`src/rtl/classify_layer_seq.sv`:
```
// Time-multiplexed classification layer: one shared MAC walks every output class,
// then reports saturated (optionally ReLU-clamped) scores and the argmax index.
module classify_layer_seq #(
    parameter int INPUT_BITLENGTH  = 12,
    parameter int OUTPUT_BITLENGTH = 8,
    parameter int IN_DIM           = 5,
    parameter int OUT_DIM          = 2,
    parameter int ACC_BITLENGTH    = 28,
    parameter int SHIFT            = 0,
    parameter int IDX_BITLENGTH    = 1
) (
    input  logic                                          clk,
    input  logic                                          rst,
    input  logic                                          start,
    input  logic                                          relu_en,
    input  logic [IN_DIM*INPUT_BITLENGTH-1:0]             InputHV,
    input  logic [IN_DIM*OUT_DIM*INPUT_BITLENGTH-1:0]     C_WeightI,
    input  logic [OUT_DIM*INPUT_BITLENGTH-1:0]            C_BiasI,
    output logic                                          busy,
    output logic                                          done,
    output logic [OUT_DIM*OUTPUT_BITLENGTH-1:0]           Output,
    output logic [IDX_BITLENGTH-1:0]                      ClassIdx
);

    localparam int IB  = INPUT_BITLENGTH;
    localparam int OB  = OUTPUT_BITLENGTH;
    localparam int AW  = ACC_BITLENGTH;
    localparam int PW  = 2 * INPUT_BITLENGTH;
    localparam int I_W = (IN_DIM > 1) ? $clog2(IN_DIM) : 1;
    localparam logic [I_W-1:0]           I_LAST = I_W'(IN_DIM - 1);
    localparam logic [IDX_BITLENGTH-1:0] J_LAST = IDX_BITLENGTH'(OUT_DIM - 1);

    typedef enum logic [2:0] {
        IDLE  = 3'd0,
        LOAD  = 3'd1,
        MAC   = 3'd2,
        WRITE = 3'd3,
        DONE  = 3'd4
    } state_t;

    // Clamp an accumulator-width value into the signed output range.
    function automatic logic signed [OB-1:0] saturate(input logic signed [AW-1:0] v);
        logic signed [AW-1:0] hi;
        logic signed [AW-1:0] lo;
        hi = {{(AW-OB+1){1'b0}}, {(OB-1){1'b1}}};
        lo = ~hi;
        if (v > hi) begin
            return hi[OB-1:0];
        end else if (v < lo) begin
            return lo[OB-1:0];
        end else begin
            return v[OB-1:0];
        end
    endfunction

    state_t                            state_r;
    state_t                            next_s;
    logic [IN_DIM*IB-1:0]              in_r;
    logic [IN_DIM*OUT_DIM*IB-1:0]      w_r;
    logic [OUT_DIM*IB-1:0]             b_r;
    logic                              relu_r;
    logic [I_W-1:0]                    i_r;
    logic [IDX_BITLENGTH-1:0]          j_r;
    logic signed [AW-1:0]              acc_r;
    logic [OUT_DIM*OB-1:0]             res_r;
    logic signed [OB-1:0]              max_r;
    logic [IDX_BITLENGTH-1:0]          arg_r;
    logic [OUT_DIM*OB-1:0]             output_r;
    logic [IDX_BITLENGTH-1:0]          class_idx_r;
    logic                              busy_r;
    logic                              done_r;

    logic signed [IB-1:0]              in_el_s;
    logic signed [IB-1:0]              w_el_s;
    logic signed [IB-1:0]              b_el_s;
    logic signed [PW-1:0]              prod_s;
    logic signed [AW-1:0]              shift_s;
    logic signed [AW-1:0]              relu_s;
    logic signed [OB-1:0]              sat_s;

    assign busy     = busy_r;
    assign done     = done_r;
    assign Output   = output_r;
    assign ClassIdx = class_idx_r;

    // State register.
    always_ff @(posedge clk or posedge rst) begin
        if (rst) begin
            state_r <= IDLE;
        end else begin
            state_r <= next_s;
        end
    end

    // Next-state decode.
    always_comb begin
        next_s = state_r;
        case (state_r)
            IDLE: begin
                if (start) begin
                    next_s = LOAD;
                end else begin
                    next_s = IDLE;
                end
            end
            LOAD: next_s = MAC;
            MAC: begin
                if (i_r == I_LAST) begin
                    next_s = WRITE;
                end else begin
                    next_s = MAC;
                end
            end
            WRITE: begin
                if (j_r == J_LAST) begin
                    next_s = DONE;
                end else begin
                    next_s = LOAD;
                end
            end
            DONE:    next_s = IDLE;
            default: next_s = IDLE;
        endcase
    end

    // Operand selection, product, shift, ReLU clamp and saturation.
    always_comb begin
        in_el_s = in_r[int'(i_r)*IB +: IB];
        w_el_s  = w_r[(int'(i_r)*OUT_DIM + int'(j_r))*IB +: IB];
        b_el_s  = b_r[int'(j_r)*IB +: IB];
        prod_s  = PW'(in_el_s) * PW'(w_el_s);
        shift_s = acc_r >>> SHIFT;
        if (relu_r && shift_s[AW-1]) begin
            relu_s = '0;
        end else begin
            relu_s = shift_s;
        end
        sat_s = saturate(relu_s);
    end

    // Operand latch, accumulator, result buffer, running argmax and outputs.
    always_ff @(posedge clk or posedge rst) begin
        if (rst) begin
            in_r        <= '0;
            w_r         <= '0;
            b_r         <= '0;
            relu_r      <= 1'b0;
            i_r         <= '0;
            j_r         <= '0;
            acc_r       <= '0;
            res_r       <= '0;
            max_r       <= '0;
            arg_r       <= '0;
            output_r    <= '0;
            class_idx_r <= '0;
            busy_r      <= 1'b0;
            done_r      <= 1'b0;
        end else begin
            // busy trails the state by one edge so it drops together with done
            busy_r <= (state_r != IDLE);
            done_r <= (state_r == DONE);
            case (state_r)
                IDLE: begin
                    if (start) begin
                        in_r   <= InputHV;
                        w_r    <= C_WeightI;
                        b_r    <= C_BiasI;
                        relu_r <= relu_en;
                        j_r    <= '0;
                    end
                end
                LOAD: begin
                    acc_r <= AW'(b_el_s);
                    i_r   <= '0;
                end
                MAC: begin
                    acc_r <= acc_r + AW'(prod_s);
                    i_r   <= i_r + I_W'(1);
                end
                WRITE: begin
                    res_r[int'(j_r)*OB +: OB] <= sat_s;
                    if ((j_r == '0) || (sat_s > max_r)) begin
                        max_r <= sat_s;
                        arg_r <= j_r;
                    end
                    if (j_r != J_LAST) begin
                        j_r <= j_r + IDX_BITLENGTH'(1);
                    end
                end
                DONE: begin
                    output_r    <= res_r;
                    class_idx_r <= arg_r;
                end
                default: begin
                    busy_r <= 1'b0;
                end
            endcase
        end
    end

endmodule

```
`config.mk`:
```
export PLATFORM = sky130hd
export DESIGN_NAME = classify_layer_seq
export DESIGN_NICKNAME = d
export VERILOG_FILES = /design/src/rtl/classify_layer_seq.sv
export SDC_FILE = /design/constraint.sdc
export NUM_CORES = 1
export LEC_CHECK = 0
export ABC_CLOCK_PERIOD_IN_PS = 18400
export CAP_MARGIN = 5
export CORE_MARGIN = 2
export CORE_UTILIZATION = 45
export DETAILED_ROUTE_END_ITERATION = 8
export PLACE_DENSITY_LB_ADDON = 0.3
export RECOVER_POWER = 100
export SYNTH_ARGS = -nofsm -noshare
export SYNTH_HDL_FRONTEND = slang
export SYNTH_SLANG_ARGS = --single-unit
```
`constraint.sdc`:
```
create_clock -name clk -period 18.4 [get_ports clk]
set_clock_uncertainty 0.05 [all_clocks]
set_input_delay 4.6 -clock clk [delete_from_list [all_inputs] [get_ports clk]]
set_output_delay 4.6 -clock clk [all_outputs]
set_load 0.1 [all_outputs]
```
==> summary.md, run 1 <==
| Metric | Value |
|---|---|
| Die X-Extent | `211 µm` |
| TritonRoute pass-1 iters | `5` |
| Die area | `between 40,000 and 50,000 µm²` |
| Total GRT Usage | `0.222` |
| Cts hold-fix bufs | `0` |
| Unrepaired setup endpoints after global routing | `false` |
| CTS tree | `done` |
| Post-synth EDFFs | `0` |
| H-tree lvl count | `2` |
| Register area share after synthesis | `0.369` |
| Commonest non-fill, non-tap cells in the layout | `dfrtp_1, mux2_2, inv_1, clkdlybuf4s50_1, fa_1` |
| R2r setup slk | `8.20 ns` |
| Reg-to-Reg Start | `j_r` |
| Hold EP | `res_r[10]` |
| Clk buf depth | `3` |
| Distinct cell type count after synthesis | `58` |
| Worst-Margin Slew | `between 4 and 5 ns` |
| Clock root buffer | `clkbuf_16` |
| FMAX | `84.8 MHz` |
| Clock-pin slew on the worst setup and hold paths | `0.06 ns` |
| YS warnings | `0` |
| WP data arrival | `12.15 ns` |
| Final hold violation count | `0` |
| DR vias | `12,900` |
| Most common cell after layout, fill and taps aside | `dfrtp_1` |
| Routed Antenna Nets | `0` |
| Fillers | `3,553` |
| Drt via density | `roughly 5.4` |
| Synth Net Count | `2,114` |
| Count of pins over their slew limit | `between 500 and 600` |
| R2R Path End | `acc_r[19]` |
| Final WL | `47,500 µm` |
| Worst Hold Margin | `0.432 ns` |
| Worst-Skew Late Latency | `between 0.5 and 0.6 ns` |
| Synthesized area | `about 19,000 µm²` |
| Setup Crit Path Kind | `in2reg` |
| Total core area | `42,100 µm²` |
| GRT overflow | `0` |
| Cell area after layout | `23,000 µm²` |
| Placed inst area | `around 22,000 µm²` |
| Post-synthesis async set-or-reset flop share | `1.00` |
| Mean Syn Cell Area | `11.7 µm²` |
| Wire length per cell | `19.7 µm` |
| Largest net degree at the start of global routing | `slightly above 80` |
| TritonCTS Sinks | `approximately 280` |
| Flops & latches, synth | `284` |
| Crit path required time | `18.76 ns` |
| Fin crit period | `11.79 ns` |
| Top FF cell, synth | `dfrtp_1` |
| Die height | `211 µm` |
| CP max FO | `71` |
| Share of layout cells above drive strength 1 | `0.177` |
| Layout Utilization | `0.547` |
| TritonCTS buffer count | `34` |
| Area grow syn2layout | `19.6%` |
| First-pass GRT wire length | `76,500 µm` |
| Hold Path Class | `reg2reg` |
| CP startpoint kind | `input pin` |
| Period utilization | `0.641` |
| Max_cap viols | `10` |
| HP Start | `res_r[10]` |
| Crit. End Element | `register` |
| Reg2reg path depth | `20` |
| Row count | `75` |
| HPWL after DPL | `approximately 37,000 µm` |
| Failing checks | `max-capacitance violations, max-slew violations` |
| # nets final | `around 2,300` |
| Detailed-route DRC error count | `0` |
| Hold path depth | `2` |
| DR iter-0 viols | `713` |
| GP Congestion | `0.865` |
| Final setup viols | `0` |
| I/O pins | `227` |
| Initial antenna violation count | `9` |
| IO Port Bufs | `roughly 230` |
| Post-Syn Instances | `1,642` |
| Post-route setup TNS | `0 ns` |
| Relative slew slack | `-1.73` |
| Postcts setup bufs | `0` |
| Status | `complete, but fails checks` |
| Vias in the first global route | `14,100` |
| Starting density of the core | `0.457` |
| Post-CTS Resized | `0` |
==> cell families (layout without fill, tap and decap cells) <==
family,after synthesis,after routing,share of synthesized area
fa+ha+maj,264,264,0.241
mux,305,305,0.189
buf+inv,296,520,0.0600
compound gates,206,206,0.0687
other cells,0,6,0
flops,284,284,0.369
simple gates,261,261,0.0603
xor+xnor,26,26,0.0118
==> cell type report <==
class / count / area (µm²) / share of cell area
flip-flops and latches: 284 / 7110 / 0.308
clock buffers: 43 / 925 / 0.0401
multi-input cells: 1062 / 11000 / 0.478
repair buffers: 242 / 2350 / 0.102
clock inverters: 11 / 123 / 0.00532
diodes: 6 / 15.0 / 0.000651
well taps: 539 / 674 / 0.0293
inverters: 224 / 842 / 0.0365
==> worst max-delay path by stage <==
stage                     startpoint         to  slack (ns)
after floorplan                  rst   ClassIdx        5.91
after global placement        i_r[2]  acc_r[26]        9.96
after detailed placement      i_r[2]  acc_r[26]        9.77
after CTS                     i_r[2]  acc_r[19]        9.74
after global routing           start   in_r[42]        5.92
final                          start   in_r[42]        6.61
==> Yosys cell counts, types with 7 or more instances <==
cell type	n	area, µm²
dfrtp_1	284	7110
mux2_2	237	2670
inv_1	223	837
fa_1	179	3580
nor2_1	104	390
ha_1	85	1060
nand2_1	80	300
a21oi_1	75	375
mux2i_1	44	440
clkbuf_1	38	143
buf_2	30	150
o21ai_0	29	145
mux4_2	24	541
xnor2_1	16	140
nor2b_1	15	93.8
nor3_1	12	60.1
o22ai_1	11	68.8
a21o_1	10	75.1
nand2b_1	10	62.6
o22a_1	10	87.6
xor2_1	10	87.6
o21a_1	9	67.6
o21ai_1	9	45.0
a211oi_1	7	52.6
a22oi_1	7	52.6
nand3_1	7	35.0
==> registers in the layout, indices dropped and copies added (netlist names) <==
signal    count
w_r         120
j_r           1
ClassIdx      1
relu_r        1
max_r         8
busy          1
in_r         60
res_r        16
done          1
state_r       3
arg_r         1
acc_r        28
i_r           3
b_r          24
Output       16
==> routing by layer <==
metal	wire length, µm	vias to the layer above	track usage
li1	-	5926	-
met1	20600	6540	0.299
met2	22200	352	0.354
met3	3080	84	0.0540
met4	1550	4	0.0770
met5	27	-	0
==> critical path, cell delays in order <==
cell and delay [ns]:
dlygate4sd3_1 0.58, nor4b_1 0.85, clkbuf_1 2.81, clkbuf_1 2.62, mux2_2 0.51
==> metrics by stage <==
stage / setup slack, ns / std cells
finish: 6.61 / 2411
global route: 5.92 / 2409
CTS: 9.74 / 2405
detailed placement: 9.77 / 2351
global placement: 9.96 / 2351
floorplan: 5.91 / 1642
Power of run 1 is left out: the tool's default activity adds up to more than one toggle a clock period on the data nets, which glitch-free logic cannot reach.
==> inputs of run 2 (changes only) <==
--- a/config.mk
+++ b/config.mk
@@ -5,7 +5,7 @@
 export SDC_FILE = /design/constraint.sdc
 export NUM_CORES = 1
 export LEC_CHECK = 0
-export ABC_CLOCK_PERIOD_IN_PS = 18400
+export ABC_CLOCK_PERIOD_IN_PS = 11600
 export CAP_MARGIN = 5
 export CORE_MARGIN = 2
 export CORE_UTILIZATION = 45
==> constraint.sdc (replaced) <==
create_clock -name clk -period 11.6 [get_ports clk]
set_clock_uncertainty 0.05 [all_clocks]
set_input_delay 2.9 -clock clk [delete_from_list [all_inputs] [get_ports clk]]
set_output_delay 2.9 -clock clk [all_outputs]
set_load 0.1 [all_outputs]
==> run 2 against run 1 <==
  * The flow still finishes with violations (max-capacitance violations, max-slew violations)
  * Wire length down 1.5%
  * Die area stayed put
  * Count of clock-buffer cells in the layout increased by 6
  * Cell area about the same
  * First-iteration DRC count decreased by 0.70%
  * Critical path depth unchanged
  * Register-to-register slack lost 5.3 ns
  * Via count is 0.12% lower
  * Hold slack about the same
  * Cell count decreased by 0.17%
  * Utilization is essentially flat
  * Largest cell class unchanged
  * Highest routed layer is now met4
==> summary.md, run 2 (synthesized netlist as in run 1, its figures left out) <==
| Metric | Value |
|---|---|
| Status | `complete, but fails checks` |
| Failing checks | `max-capacitance violations, max-slew violations` |
| Crit path required time | `12.01 ns (-6.75 ns)` |
| Max reg flops | `120 (unchanged)` |
| Setup Crit Path Kind | `in2reg` |
| Count of pins over their slew limit | `435 (-23%)` |
| HPWL after DPL | `36,500 µm (-0.79%)` |
| # nets final | `2,316 (-0.17%)` |
| Post-route setup TNS | `0 ns (unchanged)` |
| Cts hold-fix bufs | `0 (unchanged)` |
| H-tree lvl count | `1 (-1)` |
| CP startpoint kind | `input pin` |
| CTS tree | `done` |
| Post-CTS Resized | `0 (unchanged)` |
| Drt via density | `5.36 (about the same)` |
| Worst-Skew Late Latency | `0.60 ns (+0.06 ns)` |
| Clock-pin slew on the worst setup and hold paths | `0.06 ns (about the same)` |
| TritonCTS buffer count | `31 (-8.8%)` |
| Commonest non-fill, non-tap cells in the layout | `dfrtp_1, mux2_2, inv_1, clkdlybuf4s50_1, fa_1` |
| Area grow syn2layout | `19.7% (about the same)` |
| Total core area | `42,100 µm² (unchanged)` |
| Largest regs | `w_r x120, in_r x60, acc_r x28` |
| Relative slew slack | `-1.65 (+0.0799)` |
| Final WL | `46,800 µm (-1.5%)` |
| Row count | `75 (unchanged)` |
| Storage cell area | `7110 µm² (about the same)` |
| Postcts setup bufs | `0 (unchanged)` |
| Most common cell after layout, fill and taps aside | `dfrtp_1` |
| Total GRT Usage | `0.219 (-0.00358)` |
| Starting density of the core | `0.457 (unchanged)` |
| Clock root buffer | `clkbuf_16` |
| HP Start | `res_r[11]` |
| GP Congestion | `0.851 (-1.7%)` |
| Hold Path Class | `reg2reg` |
| Die height | `211 µm (unchanged)` |
| DR iter-0 viols | `708 (-0.70%)` |
| TritonCTS Sinks | `284 (unchanged)` |
| Area of the multi-input gates | `11,000 µm² (-0.21%)` |
| FMAX | `102 MHz` |
| Crit. End Element | `register` |
| Clk buf depth | `3 (unchanged)` |
| Max_cap viols | `6 (-4)` |
| DR vias | `12,900 (-0.12%)` |
| Vias in the first global route | `14,000 (-0.44%)` |
| Period utilization | `0.847` |
| TritonRoute pass-1 iters | `5 (unchanged)` |
| Final hold violation count | `0 (unchanged)` |
| Detailed-route DRC error count | `0 (unchanged)` |
| GRT overflow | `0 (unchanged)` |
| Fin crit period | `around 10 ns` |
| Largest net degree at the start of global routing | `143 (+77%)` |
| Fillers | `3,616 (+1.8%)` |
| WP data arrival | `10.23 ns (-1.92 ns)` |
| Die X-Extent | `211 µm (unchanged)` |
| Final setup viols | `0 (unchanged)` |
| Wire length per cell | `19.4 µm (-1.3%)` |
| CP Launch Point | `start` |
| First-pass GRT wire length | `76,200 µm (-0.45%)` |
| Die area | `44,500 µm² (unchanged)` |
| Routed Antenna Nets | `0 (unchanged)` |
| CP max FO | `142 (+100%)` |
| Initial antenna violation count | `3 (-6)` |
| Share of layout cells above drive strength 1 | `0.178 (+0.00107)` |
| I/O pins | `227 (unchanged)` |
| Register with the most flip-flops | `w_r` |
| Unrepaired setup endpoints after global routing | `false` |
| Reg-to-Reg Start | `i_r[2]` |
| IO Port Bufs | `226 (unchanged)` |
| Worst-Margin Slew | `3.95 ns (-0.142 ns)` |
run 2: worst max-delay path: stages:
cell and delay [ns]:
dlygate4sd3_1 0.58, nor4b_1 0.85, clkbuf_1 2.41, clkbuf_2 2.57, mux2_2 0.51
run 2: worst paths after layout:
check	endpoint	slack (ns)	cells past startpoint
worst max-delay path	in_r[28]	1.78	5
max in group asynchronous	j_r	2.73	3
worst min register to register	res_r[11]	0.43	2
worst min-delay path	res_r[11]	0.43	2
worst max register to register	acc_r[27]	2.87	21
min in group asynchronous	b_r[15]	3.90	2
run 2: layout make-up:
type / count / share of cell area
diodes: 2 / 0.000217
clock buffers: 49 / 0.0418
clock inverters: 6 / 0.00537
inverters: 224 / 0.0365
multi-input cells: 1062 / 0.476
flip-flops and latches: 284 / 0.308
well taps: 539 / 0.0292
repair buffers: 241 / 0.102
run 2: layer usage:
layer | routed length [µm] | share of wire | track usage
met5 | 0 | 0 | 0
met2 | 21300 | 0.46 | 0.352
met1 | 20700 | 0.44 | 0.296
met3 | 3430 | 0.073 | 0.0534
met4 | 1300 | 0.028 | 0.0622
run 2: through the flow:
stage	hold slack, ns	cells	setup WS [ns]	utilization	area (µm²)
finish	0.432	2407	1.78	0.547	23100
global route	0.458	2406	1.22	0.547	23100
CTS	0.439	2405	2.86	0.549	23100
detailed placement	0.425	2350	2.88	0.523	22000
global placement	0.420	2350	3.22	0.523	22000
floorplan	0.400	1642	0.814	-	19300
Power of run 2 is left out for the same reason.
